==> config.mk <==
export PLATFORM = sky130hd
export DESIGN_NAME = cobs_stream_decoder_flat
export DESIGN_NICKNAME = d
export VERILOG_FILES = /design/src/rtl/cobs_stream_decoder_if.sv /design/src/rtl/cobs_stream_decoder.sv /design/src/flat_wrapper.sv
export SDC_FILE = /design/constraint.sdc
export NUM_CORES = 1
export LEC_CHECK = 0
export ABC_AREA = 1
export CAP_MARGIN = 20
export CORE_AREA = 2 2 65 67
export DETAILED_ROUTE_END_ITERATION = 6
export DIE_AREA = 0 0 67 69
export PLACE_DENSITY = 0.78
export SYNTH_ARGS = -nofsm -noshare
export SYNTH_HDL_FRONTEND = slang
export SYNTH_SLANG_ARGS = --single-unit
==> constraint.sdc <==
create_clock -name clk -period 1.83 [get_ports clk]
set_clock_uncertainty 0.05 [all_clocks]
set_input_delay 0.366 -clock clk [delete_from_list [all_inputs] [get_ports clk]]
set_output_delay 0.366 -clock clk [all_outputs]
set_load 0.05 [all_outputs]
==> src/rtl/cobs_stream_decoder_if.sv <==
// Byte-wide AXI-Stream style link carrying encoded or decoded COBS traffic.
`timescale 1ns/1ps
interface cobs_stream_decoder_if;
    logic [7:0] tdata;
    logic       tvalid;
    logic       tready;
    logic       tlast;
    logic       tuser;

    modport master (output tdata, output tvalid, output tlast, output tuser, input tready);
    modport slave  (input tdata, input tvalid, input tlast, input tuser, output tready);
endinterface

==> src/rtl/cobs_stream_decoder.sv <==
// Streaming COBS decoder: 0x00-delimited encoded frames in, raw payload out with
// tlast on the final byte and tuser flagging truncated or over-length frames.
`timescale 1ns/1ps
module cobs_stream_decoder #(
    parameter int unsigned MAX_FRAME_BYTES = 0
) (
    input  logic                  clk,
    input  logic                  reset_n,
    cobs_stream_decoder_if.slave  s_axis,
    cobs_stream_decoder_if.master m_axis
);
    typedef enum logic {ST_CODE, ST_DATA} state_t;

    localparam int unsigned CW = (MAX_FRAME_BYTES == 0) ? 1 : $clog2(MAX_FRAME_BYTES + 1);

    state_t        state_q, state_d;
    logic [7:0]    remaining_q, remaining_d;
    logic          pend_valid_q, pend_valid_d;
    logic [7:0]    pend_data_q, pend_data_d;
    logic          zero_owed_q, zero_owed_d;
    logic          err_q, err_d;
    logic [CW-1:0] count_q, count_d;
    logic          out_valid_q, out_valid_d;
    logic [7:0]    out_data_q, out_data_d;
    logic          out_last_q, out_last_d;
    logic          out_user_q, out_user_d;

    logic       s_ready, accept, at_limit;
    logic       do_push, do_delim, trunc_err;
    logic [7:0] push_byte, x;
    logic       unused_in;

    assign unused_in = ^{s_axis.tlast, s_axis.tuser};

    assign s_ready       = !out_valid_q || m_axis.tready;
    assign s_axis.tready = s_ready;
    assign accept        = s_axis.tvalid && s_ready;
    assign x             = s_axis.tdata;
    assign at_limit      = (MAX_FRAME_BYTES != 0) && (count_q == CW'(MAX_FRAME_BYTES));

    assign m_axis.tvalid = out_valid_q;
    assign m_axis.tdata  = out_data_q;
    assign m_axis.tlast  = out_last_q;
    assign m_axis.tuser  = out_user_q;

    always_comb begin
        state_d      = state_q;
        remaining_d  = remaining_q;
        pend_valid_d = pend_valid_q;
        pend_data_d  = pend_data_q;
        zero_owed_d  = zero_owed_q;
        err_d        = err_q;
        count_d      = count_q;
        out_valid_d  = out_valid_q;
        out_data_d   = out_data_q;
        out_last_d   = out_last_q;
        out_user_d   = out_user_q;
        do_push      = 1'b0;
        push_byte    = '0;
        do_delim     = 1'b0;
        trunc_err    = 1'b0;

        if (out_valid_q && m_axis.tready) begin
            out_valid_d = 1'b0;
        end

        if (accept) begin
            case (state_q)
                ST_CODE: begin
                    if (x == 8'h00) begin
                        do_delim = 1'b1;
                    end else begin
                        // The implicit zero of the previous group is only materialised
                        // once another group proves the frame continues.
                        do_push     = zero_owed_q;
                        push_byte   = 8'h00;
                        remaining_d = x - 8'd1;
                        zero_owed_d = (x != 8'hFF);
                        state_d     = (x > 8'd1) ? ST_DATA : ST_CODE;
                    end
                end
                ST_DATA: begin
                    if (x != 8'h00) begin
                        do_push     = 1'b1;
                        push_byte   = x;
                        remaining_d = remaining_q - 8'd1;
                        if (remaining_q == 8'd1) begin
                            state_d = ST_CODE;
                        end
                    end else begin
                        trunc_err = 1'b1;
                        do_delim  = 1'b1;
                    end
                end
                default: state_d = ST_CODE;
            endcase
        end

        if (do_push) begin
            if (at_limit) begin
                err_d = 1'b1;
            end else begin
                if (pend_valid_q) begin
                    out_valid_d = 1'b1;
                    out_data_d  = pend_data_q;
                    out_last_d  = 1'b0;
                    out_user_d  = 1'b0;
                end
                pend_data_d  = push_byte;
                pend_valid_d = 1'b1;
                count_d      = count_q + CW'(1);
            end
        end

        if (do_delim) begin
            if (pend_valid_q) begin
                out_valid_d = 1'b1;
                out_data_d  = pend_data_q;
                out_last_d  = 1'b1;
                out_user_d  = err_q || trunc_err;
            end
            pend_valid_d = 1'b0;
            zero_owed_d  = 1'b0;
            err_d        = 1'b0;
            count_d      = '0;
            state_d      = ST_CODE;
        end
    end

    always_ff @(posedge clk or negedge reset_n) begin
        if (!reset_n) begin
            state_q      <= ST_CODE;
            remaining_q  <= '0;
            pend_valid_q <= 1'b0;
            pend_data_q  <= '0;
            zero_owed_q  <= 1'b0;
            err_q        <= 1'b0;
            count_q      <= '0;
            out_valid_q  <= 1'b0;
            out_data_q   <= '0;
            out_last_q   <= 1'b0;
            out_user_q   <= 1'b0;
        end else begin
            state_q      <= state_d;
            remaining_q  <= remaining_d;
            pend_valid_q <= pend_valid_d;
            pend_data_q  <= pend_data_d;
            zero_owed_q  <= zero_owed_d;
            err_q        <= err_d;
            count_q      <= count_d;
            out_valid_q  <= out_valid_d;
            out_data_q   <= out_data_d;
            out_last_q   <= out_last_d;
            out_user_q   <= out_user_d;
        end
    end
endmodule

==> src/flat_wrapper.sv <==
// flat-port wrapper written by rule: the top's interface ports become plain ports
module cobs_stream_decoder_flat 
#(
    parameter int unsigned MAX_FRAME_BYTES = 0
)
  (clk, reset_n, s_axis_tdata, s_axis_tvalid, s_axis_tlast, s_axis_tuser, s_axis_tready, m_axis_tdata, m_axis_tvalid, m_axis_tlast, m_axis_tuser, m_axis_tready);
  cobs_stream_decoder_if s_axis_i ();
  cobs_stream_decoder_if m_axis_i ();
  input  logic clk;
  input  logic reset_n;
  input wire logic [$bits(s_axis_i.tdata)-1:0] s_axis_tdata;
  input wire logic [$bits(s_axis_i.tvalid)-1:0] s_axis_tvalid;
  input wire logic [$bits(s_axis_i.tlast)-1:0] s_axis_tlast;
  input wire logic [$bits(s_axis_i.tuser)-1:0] s_axis_tuser;
  output wire logic [$bits(s_axis_i.tready)-1:0] s_axis_tready;
  output wire logic [$bits(m_axis_i.tdata)-1:0] m_axis_tdata;
  output wire logic [$bits(m_axis_i.tvalid)-1:0] m_axis_tvalid;
  output wire logic [$bits(m_axis_i.tlast)-1:0] m_axis_tlast;
  output wire logic [$bits(m_axis_i.tuser)-1:0] m_axis_tuser;
  input wire logic [$bits(m_axis_i.tready)-1:0] m_axis_tready;
  assign s_axis_i.tdata = s_axis_tdata;
  assign s_axis_i.tvalid = s_axis_tvalid;
  assign s_axis_i.tlast = s_axis_tlast;
  assign s_axis_i.tuser = s_axis_tuser;
  assign s_axis_tready = s_axis_i.tready;
  assign m_axis_tdata = m_axis_i.tdata;
  assign m_axis_tvalid = m_axis_i.tvalid;
  assign m_axis_tlast = m_axis_i.tlast;
  assign m_axis_tuser = m_axis_i.tuser;
  assign m_axis_i.tready = m_axis_tready;
  cobs_stream_decoder #(.MAX_FRAME_BYTES(MAX_FRAME_BYTES)) u_core (.clk(clk), .reset_n(reset_n), .s_axis(s_axis_i), .m_axis(m_axis_i));
endmodule
==> impl_metrics.env <==
export IMPL_use_met3_pct=4.57
export IMPL_clk_pin_slew_ns=0.06
export IMPL_ys_seq_elements=30
export IMPL_grt_pass1_vias=1770
export IMPL_arrival_ns=1.85
export IMPL_drcViolationCount=0
export IMPL_synth_cell_type_count=27
export IMPL_fp_dieW_um=67
export IMPL_final_common_cell="nand2_1"
export IMPL_whs_ns=0.415
export IMPL_gp_congestion=0.935
export IMPL_worst_path_max_fanout=8
export IMPL_start_util_pct=47.5
export IMPL_antennaDiodeCount=0
export IMPL_design_area_um2=2450
export IMPL_globalRouteOverflowTotal=0
export IMPL_p_leak_nw=1.24
export IMPL_min_path_type="in -> async"
export IMPL_setup_viol=0
export IMPL_startpoint_type="primary input"
export IMPL_final_cells=340
export IMPL_layout_nets=308
export IMPL_worstRegToRegCells=9
export IMPL_reg2reg_slack_ns=0.38
export IMPL_use_met1_pct=24.6
export IMPL_postSynthCellCount=240
export IMPL_syn_cell_area_um2=1860
export IMPL_avgSynthCellArea_um2=7.75
export IMPL_grt_usage_pct=20.6
export IMPL_cts_hold_buf=0
export IMPL_yosysSeqAreaShare_pct=40.3
export IMPL_reg2reg_to="u_core.remaining_q[6]"
export IMPL_rows=23
export IMPL_rr_startpoint="u_core.remaining_q[0]"
export IMPL_die_h_um=69
export IMPL_rsz0062_at_grt="no"
export IMPL_power_density_nw_per_um2=1340
export IMPL_dieArea_um2=4620
export IMPL_clk_latency_ns=0.29
export IMPL_crit_type="in -> reg"
export IMPL_coreArea_um2=3910
export IMPL_grt_pass1_wl_um=7400
export IMPL_hpwl_um=3080
export IMPL_yosysWarnings=0
export IMPL_maxCapViolations=0
export IMPL_ir_drop_uv=787
export IMPL_drtIter0Drc=89
export IMPL_synth_fp_nets=259
export IMPL_busiest_layer="met2"
export IMPL_power_total_mw=3.27
export IMPL_clock_root_buffer="clkbuf_8"
export IMPL_clock_sinks=30
export IMPL_drv_slew=0
export IMPL_placed_cell_area_um2=2300
export IMPL_finalCriticalPeriod_ns=1.72
export IMPL_clk_path_buf_depth=2
export IMPL_finalHoldViolCount=0
export IMPL_max_freq_mhz=580
export IMPL_firstDrtPassIters=4
export IMPL_num_vias=1747
export IMPL_portBuffers=23
export IMPL_drive_gt1_share_pct=24.1
export IMPL_ant_nets=0
export IMPL_wl_per_cell_um=12.2
export IMPL_area_growth_syn_to_layout_pct=31.5
export IMPL_routed_via_density=5.14
export IMPL_place_inst=332
export IMPL_grt_max_degree=31
export IMPL_layout_common_cells="nand2_1, buf_4, inv_1, dfrtp_1, nand3_1"
export IMPL_critPathRequiredTime_ns=1.95
export IMPL_wl_um=4140
export IMPL_endpoint_kind="register"
export IMPL_io_pin_count=26
export IMPL_worstMarginPinSlew_ns=0.476
export IMPL_grtUsageMet2_pct=33.1
export IMPL_antenna_found_initial=0
export IMPL_run_status="finished, final reports clean"
export IMPL_numCtsBuffers=5
export IMPL_cts_tree="built"
export IMPL_finalCritPeriodShare_pct=94.2
export IMPL_ctsHtreeMaxLevel=2
export IMPL_slew_headroom_pct=68.3
==> critical path, stage by stage <==
cell	delay [ns]
clkdlybuf4s50_1	0.44
inv_1	0.10
ha_2	0.19
nand2_2	0.10
inv_1	0.08
nand2_1	0.07
buf_4	0.14
nor2_4	0.11
inv_2	0.08
nand2_8	0.11
o21ai_2	0.06
==> metal layers <==
metal  part of all wire, %  vias to the layer above
li1                      -                      877
met1                    42                      818
met2                    50                       37
met3                   4.4                       15
met4                   2.9                        0
met5                     0                        -
==> cell families (layout without fill, tap and decap cells) <==
logic type               count (synthesis)  count (layout)  share of synthesized area (%)
adder cells (fa/ha/maj)                  5               5                           3.36
flip-flops                              30              30                           40.3
AO/OA/AOI/OAI                           49              49                           17.0
XOR/XNOR                                 1               1                          0.471
buffers and inverters                   39              89                           8.67
AND/OR/NAND/NOR                        116             116                           30.1
==> report_power, final <==
group	switching, mW	total, mW	leakage (nW)	internal, mW
clock network	0.252	0.833	0.0714	0.580
logic	0.910	1.40	0.799	0.494
registers	0.148	1.04	0.374	0.889
==> synthesized netlist by cell type (all sizes together) <==
library cell	n	share of area [%]
buf	5	1.8
dfrtp	30	40
clkbuf	1	0.20
ha	5	3.4
or2	1	0.34
o211ai	10	4.3
a21oi	3	0.81
clkinv	1	0.20
nand4	1	0.34
nor2	20	6.3
inv	32	6.5
o21ai	35	11
nand2	68	16
nand3	26	7.0
o2111ai	1	0.47
xnor2	1	0.47
==> layout make-up <==
type / count / area (um2)
Timing Repair Buffer: 48 / 413
Multi-Input combinational cell: 171 / 953
Fill cell: 328 / 1470
Sequential cell: 30 / 751
Clock inverter: 2 / 60.1
Inverter: 33 / 124
Tap cell: 50 / 62.6
Clock buffer: 6 / 82.6
==> stage by stage <==
step | utilization, % | setup WS, ns | setup TNS, ns
after floorplan | - | 0.118 | 0
after global placement | 58.8 | -0.157 | -3.34
after detailed placement | 58.8 | -0.193 | -4.12
after CTS | 62.4 | 0.101 | 0
after global routing | 62.5 | 0.00976 | 0
final | 62.5 | 0.106 | 0
==> worst max-delay path by stage <==
stage	slack (ns)	cells after the start	startpoint	end
floorplan	0.12	6	u_core.m_axis.tvalid	register
global placement	-0.16	11	s_axis_tdata[1]	register
detailed placement	-0.19	11	s_axis_tdata[1]	register
CTS	0.10	11	s_axis_tdata[0]	register
global route	0.01	11	s_axis_tdata[1]	register
finish	0.11	11	s_axis_tdata[1]	register
==> timing repair <==
action / CTS / global route
resized for setup: 0 / 2
setup endpoints to repair: 0 / 7
buffers inserted: 0 / 0
(Power assumes the default switching activity.)
